**config.mk**
```make
export PLATFORM = sky130hd
export DESIGN_NAME = prog_seq_detector_multi
export DESIGN_NICKNAME = d
export VERILOG_FILES = /design/src/rtl/prog_seq_pkg.sv /design/src/rtl/prog_seq_slot.sv /design/src/rtl/prog_seq_detector_multi.sv
export SDC_FILE = /design/constraint.sdc
export NUM_CORES = 1
export LEC_CHECK = 0
export BUFFER_PORTS_ARGS = -buffer_cell sky130_fd_sc_hd__buf_2
export CORE_MARGIN = 5
export CORE_UTILIZATION = 55
export CTS_CLUSTER_DIAMETER = 40
export DETAILED_ROUTE_END_ITERATION = 6
export GPL_ROUTABILITY_DRIVEN = 0
export HOLD_SLACK_MARGIN = 0.08
export PLACE_DENSITY = 0.74
export SLEW_MARGIN = 20
export SYNTH_ARGS = -nofsm -noshare
export SYNTH_HDL_FRONTEND = slang
export SYNTH_SLANG_ARGS = --single-unit
```
**constraint.sdc**
```tcl
create_clock -name clk -period 4.37 [get_ports clk]
set_input_delay 0.874 -clock clk [delete_from_list [all_inputs] [get_ports clk]]
set_output_delay 0.874 -clock clk [all_outputs]
set_load 0.005 [all_outputs]
```
**src/rtl/prog_seq_pkg.sv**
```systemverilog
// rtl/prog_seq_pkg.sv - shared types and width helpers for the programmable sequence detector
// Optional match counters are enabled by PROG_SEQ_MATCH_CNT_EN.
package prog_seq_pkg;

  typedef enum logic [1:0] {
    DISABLED = 2'd0,
    FILL     = 2'd1,
    HUNT     = 2'd2
  } slot_state_e;

  localparam int MASK_W = 64;

  function automatic int LEN_W(input int max_len);
    return $clog2(max_len + 1);
  endfunction

  function automatic int IDX_W(input int num_pat);
    return (num_pat > 1) ? $clog2(num_pat) : 1;
  endfunction

  function automatic logic [MASK_W-1:0] pat_mask(input int len);
    return (MASK_W'(1) << len) - MASK_W'(1);
  endfunction

endpackage

```
**src/rtl/prog_seq_slot.sv**
```systemverilog
// rtl/prog_seq_slot.sv - one pattern slot: stored pattern, fill/hunt FSM and registered match pulse
// PROG_SEQ_MATCH_CNT_EN adds a saturating per-slot match counter.
module prog_seq_slot
  import prog_seq_pkg::*;
#(
  parameter int MAX_LEN = 8
`ifdef PROG_SEQ_MATCH_CNT_EN
  ,
  parameter int CNT_W   = 8
`endif
) (
  input  logic                      clk,
  input  logic                      resetn,
  input  logic                      wr_en,
  input  logic [MAX_LEN-1:0]        wr_pattern,
  input  logic [LEN_W(MAX_LEN)-1:0] wr_len,
  input  logic                      wr_overlap,
  input  logic                      din_valid,
  input  logic [MAX_LEN-1:0]        hist_next,
  output logic                      seen_next,
  output logic                      seen
`ifdef PROG_SEQ_MATCH_CNT_EN
  ,
  output logic [CNT_W-1:0]          match_cnt
`endif
);

  localparam int LW = LEN_W(MAX_LEN);

  slot_state_e        state_q, state_d;
  logic [LW-1:0]      fill_q, fill_d;
  logic [LW-1:0]      len_q, len_d;
  logic [MAX_LEN-1:0] pat_q, pat_d;
  logic               ovl_q, ovl_d;
  logic               seen_q, seen_d;
  logic [MAX_LEN-1:0] mask;
  logic               match;

  assign mask  = MAX_LEN'(pat_mask(int'(len_q)));
  assign match = ((hist_next ^ pat_q) & mask) == '0;

  always_comb begin
    state_d = state_q;
    fill_d  = fill_q;
    len_d   = len_q;
    pat_d   = pat_q;
    ovl_d   = ovl_q;
    seen_d  = 1'b0;
    // A write always wins: the bit sampled alongside it must not count for this slot.
    if (wr_en) begin
      pat_d   = wr_pattern;
      len_d   = wr_len;
      ovl_d   = wr_overlap;
      fill_d  = '0;
      state_d = (wr_len == '0) ? DISABLED : FILL;
    end else if (din_valid) begin
      case (state_q)
        FILL: begin
          if (fill_q == len_q - LW'(1)) begin
            if (match) begin
              seen_d  = 1'b1;
              state_d = ovl_q ? HUNT : FILL;
              fill_d  = '0;
            end else begin
              state_d = HUNT;
            end
          end else begin
            fill_d = fill_q + LW'(1);
          end
        end
        HUNT: begin
          if (match) begin
            seen_d = 1'b1;
            if (!ovl_q) begin
              state_d = FILL;
              fill_d  = '0;
            end
          end
        end
        default: ;
      endcase
    end
  end

  always_ff @(posedge clk or posedge resetn) begin
    if (resetn) begin
      state_q <= DISABLED;
      fill_q  <= '0;
      len_q   <= '0;
      pat_q   <= '0;
      ovl_q   <= 1'b0;
      seen_q  <= 1'b0;
    end else begin
      state_q <= state_d;
      fill_q  <= fill_d;
      len_q   <= len_d;
      pat_q   <= pat_d;
      ovl_q   <= ovl_d;
      seen_q  <= seen_d;
    end
  end

  assign seen_next = seen_d;
  assign seen      = seen_q;

`ifdef PROG_SEQ_MATCH_CNT_EN
  logic [CNT_W-1:0] cnt_q;

  always_ff @(posedge clk or posedge resetn) begin
    if (resetn) begin
      cnt_q <= '0;
    end else if (wr_en) begin
      cnt_q <= '0;
    end else if (seen_d && (cnt_q != '1)) begin
      cnt_q <= cnt_q + CNT_W'(1);
    end
  end

  assign match_cnt = cnt_q;
`endif

endmodule

```
**src/rtl/prog_seq_detector_multi.sv**
```systemverilog
// rtl/prog_seq_detector_multi.sv - shared history, config decode and NUM_PAT pattern slots
// PROG_SEQ_MATCH_CNT_EN exposes per-slot saturating match counters on match_cnt.
module prog_seq_detector_multi
  import prog_seq_pkg::*;
#(
  parameter int MAX_LEN = 8,
  parameter int NUM_PAT = 2
`ifdef PROG_SEQ_MATCH_CNT_EN
  ,
  parameter int CNT_W   = 8
`endif
) (
  input  logic                      clk,
  input  logic                      resetn,
  input  logic                      cfg_we,
  input  logic [IDX_W(NUM_PAT)-1:0] cfg_idx,
  input  logic [MAX_LEN-1:0]        cfg_pattern,
  input  logic [LEN_W(MAX_LEN)-1:0] cfg_len,
  input  logic                      cfg_overlap,
  output logic                      cfg_err,
  input  logic                      din_valid,
  input  logic                      din,
  output logic [NUM_PAT-1:0]        seen,
  output logic                      seen_any
`ifdef PROG_SEQ_MATCH_CNT_EN
  ,
  output logic [NUM_PAT*CNT_W-1:0]  match_cnt
`endif
);

  localparam int IW = IDX_W(NUM_PAT);

  logic [MAX_LEN-1:0] hist_q, hist_d;
  logic               err_q, err_d;
  logic               any_q, any_d;
  logic               cfg_legal;
  logic [NUM_PAT-1:0] seen_next;

  assign hist_d    = din_valid ? {hist_q[MAX_LEN-2:0], din} : hist_q;
  // Compare as int so an idx width that cannot represent NUM_PAT still decodes correctly.
  assign cfg_legal = cfg_we && (int'(cfg_len) <= MAX_LEN) && (int'(cfg_idx) < NUM_PAT);
  assign err_d     = cfg_we && !cfg_legal;
  assign any_d     = |seen_next;

  always_ff @(posedge clk or posedge resetn) begin
    if (resetn) begin
      hist_q <= '0;
      err_q  <= 1'b0;
      any_q  <= 1'b0;
    end else begin
      hist_q <= hist_d;
      err_q  <= err_d;
      any_q  <= any_d;
    end
  end

  assign cfg_err  = err_q;
  assign seen_any = any_q;

  for (genvar i = 0; i < NUM_PAT; i++) begin : g_slot
    prog_seq_slot #(
      .MAX_LEN    (MAX_LEN)
`ifdef PROG_SEQ_MATCH_CNT_EN
      ,
      .CNT_W      (CNT_W)
`endif
    ) u_slot (
      .clk        (clk),
      .resetn     (resetn),
      .wr_en      (cfg_legal && (cfg_idx == IW'(i))),
      .wr_pattern (cfg_pattern),
      .wr_len     (cfg_len),
      .wr_overlap (cfg_overlap),
      .din_valid  (din_valid),
      .hist_next  (hist_d),
      .seen_next  (seen_next[i]),
      .seen       (seen[i])
`ifdef PROG_SEQ_MATCH_CNT_EN
      ,
      .match_cnt  (match_cnt[i*CNT_W +: CNT_W])
`endif
    );
  end

endmodule

```
==> summary by stage <==
Outcome
The flow ran to the end, and the final reports show no timing, DRC or antenna violations.

Worst setup path
STA puts the critical path data arrival time at 3140 ps. The worst register-to-register path begins at g_slot[1].u_slot.len_q[0]. In this design, the stage delay of the slowest critical-path cell is 530 ps. The timing startpoint of the critical path is g_slot[1].u_slot.len_q[0]. The number of buffers and inverters on the critical path is 1.

The critical path runs through a total of 8 cells. Measured in cells, the most critical reg-to-reg path has a length of 8. Data on the critical path is required at its endpoint by about 4600 ps. The top fanout value on the critical path is 9. The type of the worst setup path is flop to flop. The worst setup slack for register-to-register paths is 1440 ps. The end point of the critical path is g_slot[1].u_slot.fill_q[3]. The worst setup path is launched from a flop. In this run the critical register-to-register path is captured at g_slot[1].u_slot.fill_q[3]. The worst setup path is captured at a flop. The kind of cell with the highest combined delay along the critical path is compound AO/OA/AOI/OAI gates.

The cell with the largest stage delay on the worst path is sky130_fd_sc_hd__or4_4. Walking the worst path, the cells encountered are inv_1 > ha_1 > and3_1 > a211o_1 > a222oi_1 > a21oi_1 > or4_4 > o31ai_1.

Timing
The count of final max-slew check failures is 0. The worst slew margin relative to its limit is 40.8%. Setup repair after global routing left no endpoint under its margin.

The worst hold slack is 513 ps. The final worst-path cycle share is 67.1%. For the finished layout, the period the worst path requires is 2930 ps. The post-route setup TNS is 0 ps. At the pin with the least slew margin, the transition time is 889 ps. The setup violation total in the final timing report is 0. The timing-limited maximum frequency is around 340 MHz. The clock tree skew after final layout is 9.06 ps.

The number of failing hold endpoints at the final stage was 0.

Detailed routing
After detailed routing, the average wire length per cell comes to 15.5 um. In this run the remaining antenna-violating nets after routing total 0. The via total after detailed routing is approximately 2300. Dividing the detail-routed via count by the number of cells gives between 5 and 6. The detailed-route wire length is 6380 um.

After detailed routing, the number of remaining DRC violations is 0. In this run, the number of DRC markers left after iteration 0 of detailed routing was between 100 and 150. The first TritonRoute pass finished after 4 iterations.

GRT
The number of global-route vias before repair is 2270. The largest net degree at the start of global routing is a little over 50. After global routing the overflow that remains totals 0. The number of antenna violations at the first check in global routing came to 0. Global routing used 18.9% of the available tracks.

The first global-routing pass estimated about 11000 um of wire.

Power and ir drop
IR analysis of the VDD net gives a maximum drop of about 340 uV. The static power due to leakage is around 1.5 nW. The share of total power consumed by net switching is 37.7%. The power density over the cells is 536 mW/mm^2. The combinational share of power is 42.1%.

The share of total power dissipated in the clock network is 19.1%. Registers are responsible for about two fifths of the overall power. The total internal power is 1.13 mW. The net switching power figure is 0.686 mW.

Logic synthesis
The cell area after synthesis is 0.00313 mm^2. The cell type with the largest total area after synthesis is sky130_fd_sc_hd__dfrtp_1. The net count after synthesis is 357. After synthesis, the share of flip-flops with an asynchronous set or reset is 100%. Ranked by total cell area, the synthesized netlist is headed by sky130_fd_sc_hd__dfrtp_1 (40%), sky130_fd_sc_hd__ha_1 (7.2%), sky130_fd_sc_hd__xnor2_1 (6.4%). Synthesis instantiated 56 different standard cells from the library.

The synthesized instance count is 320. The dominant synthesized flop cell is sky130_fd_sc_hd__dfrtp_1. During synthesis, Yosys emitted a total of 0 warnings. The part of the Yosys area used for sequential elements is between 30% and 40%. The synthesized design contains 50 register bits. The number of enable flip-flop cells after synthesis is 0. The share of the synthesized area in the top cell type is 40.0%. Each instance of the synthesized netlist takes up on average 9.78 um^2.

CTS
The count of instances resized after the clock tree is built is 0. For this design, the CTS-stage hold fixing added 0 buffers. Counting every sink on the clock net gives 50. TritonCTS built the clock tree.

The tree is rooted in a sky130_fd_sc_hd__clkbuf_8. For the worst-skew pair, the clock arrives at the later sink with an insertion delay of 300 ps. The clock transition at the register clock pins on the worst setup and hold paths after CTS is 90 ps. Counting the buffers created by CTS gives 5. The number of setup buffers added after CTS is 0.

The H-tree depth is 2. The longest clock path from root to sink contains 2 buffers.

Die
Pin placement for this block handled 23 I/O pins. The placeable core region is ~0.0055 mm^2. The die area is about 0.0073 mm^2.

The initialized floorplan defines 27 standard-cell rows. The die boundary height is between 80 and 90 um. For this configuration, the core starts out at a cell density of 56.8%. In this run the horizontal extent of the chip is 85.4 um.

Job
The tool flagged a number of max-cap violations equal to 0.

Place
The wire-length estimate of the detail-placed layout is 4730 um. In this run the tool buffered the top-level ports with 22 buffer cells.

Min path
The worst hold path belongs to the class flop to flop.

Layout
The share of post-route cells with drive strength above 1 is 16.8%. The final layout contains 375 nets. The filler cell count in the final layout is between 400 and 500. The post-synthesis to final-layout area growth is 8.36%. The number of antenna diodes in the final layout is 0.
per-stage QoR:
stage / instances / util [%] / cell area (um^2) / setup WS (ps) / total power, mW
2_1_floorplan: 320 / - / 3130 / 1670 / 1.30
3_3_place_gp: 403 / 59.4 / 3270 / 1270 / 1.45
3_5_place_dp: 403 / 59.4 / 3270 / 1210 / 1.47
4_1_cts: 411 / 61.6 / 3390 / 1450 / 1.82
5_1_grt: 411 / 61.6 / 3390 / 1240 / 1.97
6_report: 411 / 61.6 / 3390 / 1440 / 1.82
state kept, by name, summed over array words and instances, names as in the netlist:
| register | count |
|---|---|
| g_slot.u_slot.seen | 2 |
| hist_q | 8 |
| cfg_err | 1 |
| g_slot.u_slot.len_q | 8 |
| g_slot.u_slot.ovl_q | 2 |
| g_slot.u_slot.fill_q | 8 |
| g_slot.u_slot.state_q | 4 |
| seen_any | 1 |
| g_slot.u_slot.pat_q | 16 |
how the worst min path moves through the flow:
stage / startpoint / end / slack [ps] / cells after the start
2_1_floorplan: g_slot[0].u_slot.ovl_q / g_slot[0].u_slot.ovl_q / 470 / 2
3_3_place_gp: g_slot[0].u_slot.pat_q[0] / g_slot[0].u_slot.pat_q[0] / 480 / 2
3_5_place_dp: g_slot[0].u_slot.pat_q[2] / g_slot[0].u_slot.pat_q[2] / 490 / 2
4_1_cts: g_slot[0].u_slot.pat_q[6] / g_slot[0].u_slot.pat_q[6] / 520 / 2
5_1_grt: g_slot[0].u_slot.pat_q[0] / g_slot[0].u_slot.pat_q[0] / 550 / 2
6_report: g_slot[0].u_slot.pat_q[6] / g_slot[0].u_slot.pat_q[6] / 510 / 2
worst reg2reg max path, cell delays in order (launching register included):
cell and delay [ps]:
sky130_fd_sc_hd__dfrtp_1 450, sky130_fd_sc_hd__inv_1 120, sky130_fd_sc_hd__ha_1 320, sky130_fd_sc_hd__and3_1 220, sky130_fd_sc_hd__a211o_1 270, sky130_fd_sc_hd__a222oi_1 500
sky130_fd_sc_hd__a21oi_1 230, sky130_fd_sc_hd__or4_4 530, sky130_fd_sc_hd__o31ai_1 210
synth_stat cells (2+ instances only):
cell / n
sky130_fd_sc_hd__a211o_1: 2
sky130_fd_sc_hd__a211oi_1: 2
sky130_fd_sc_hd__a21oi_1: 6
sky130_fd_sc_hd__a22oi_1: 3
sky130_fd_sc_hd__and2_1: 2
sky130_fd_sc_hd__and3_1: 3
sky130_fd_sc_hd__buf_4: 2
sky130_fd_sc_hd__buf_6: 2
sky130_fd_sc_hd__clkbuf_1: 6
sky130_fd_sc_hd__dfrtp_1: 50
sky130_fd_sc_hd__ha_1: 18
sky130_fd_sc_hd__inv_1: 20
sky130_fd_sc_hd__mux2_2: 17
sky130_fd_sc_hd__mux2i_1: 6
sky130_fd_sc_hd__mux2i_4: 2
sky130_fd_sc_hd__nand2_1: 42
sky130_fd_sc_hd__nand2b_1: 2
sky130_fd_sc_hd__nand3_1: 8
sky130_fd_sc_hd__nand3b_1: 2
sky130_fd_sc_hd__nand4_1: 2
sky130_fd_sc_hd__nor2_1: 10
sky130_fd_sc_hd__nor2b_1: 5
sky130_fd_sc_hd__nor3_1: 7
sky130_fd_sc_hd__nor3b_1: 4
sky130_fd_sc_hd__nor4_1: 4
sky130_fd_sc_hd__o21a_1: 5
sky130_fd_sc_hd__o21ai_0: 19
sky130_fd_sc_hd__o21bai_1: 2
sky130_fd_sc_hd__o31a_1: 3
sky130_fd_sc_hd__o31ai_1: 6
sky130_fd_sc_hd__or2_2: 3
sky130_fd_sc_hd__or3_1: 3
sky130_fd_sc_hd__xnor2_1: 23
sky130_fd_sc_hd__xor2_1: 7
cells in the final DEF, fill, tap and decap left out, drive strengths merged, types with 2 or more instances in the layout:
master / n
dfrtp: 50
nand2: 42
xnor2: 23
buf: 23
o21ai: 20
inv: 20
ha: 18
mux2: 17
nor2: 10
nand3: 8
mux2i: 8
xor2: 7
nor3: 7
a21oi: 6
o31ai: 6
clkbuf: 6
nor2b: 5
o21a: 5
nor3b: 4
nor4: 4
or3: 3
o31a: 3
and3: 3
a22oi: 3
or2: 3
nand4: 2
a211o: 2
a211oi: 2
nand3b: 2
and2: 2
o21bai: 2
nand2b: 2
or4: 2
clkinv: 2
metal layers:
layer	up-vias	track usage [%]	share of wire, %
met5	-	0	0
met4	0	3.88	0.75
met3	4	5.15	3.8
met2	36	30.2	47
met1	1100	25.8	48
li1	1153	-	-
cell type report:
cell class	count	area, um^2	area share (%)
clock buffers	6	82.6	2.44
clock inverters	2	38.8	1.14
inverters	21	80.1	2.36
multi-input cells	237	1730	51.0
flip-flops and latches	50	1250	36.9
well taps	72	90.1	2.66
repair buffers	23	118	3.47
cell families after synthesis:
logic type / share of synthesized area [%]
xor gates and xnor gates: 9.16
AOI/OAI and AO/OA: 12.8
and+or+nand+nor: 16.6
buffers and inverters: 4.72
muxes: 9.48
DFF: 40.0
adders and majority gates: 7.20
power groups by stage:
stage	Sequential (mW)	Clock, mW	Combinational (mW)
2_1_floorplan	0.665	0	0.637
3_3_place_gp	0.705	0	0.745
3_5_place_dp	0.711	0	0.758
4_1_cts	0.702	0.356	0.765
5_1_grt	0.721	0.384	0.862
6_report	0.704	0.348	0.766
No activity file was read; power rests on OpenSTA's default activity.
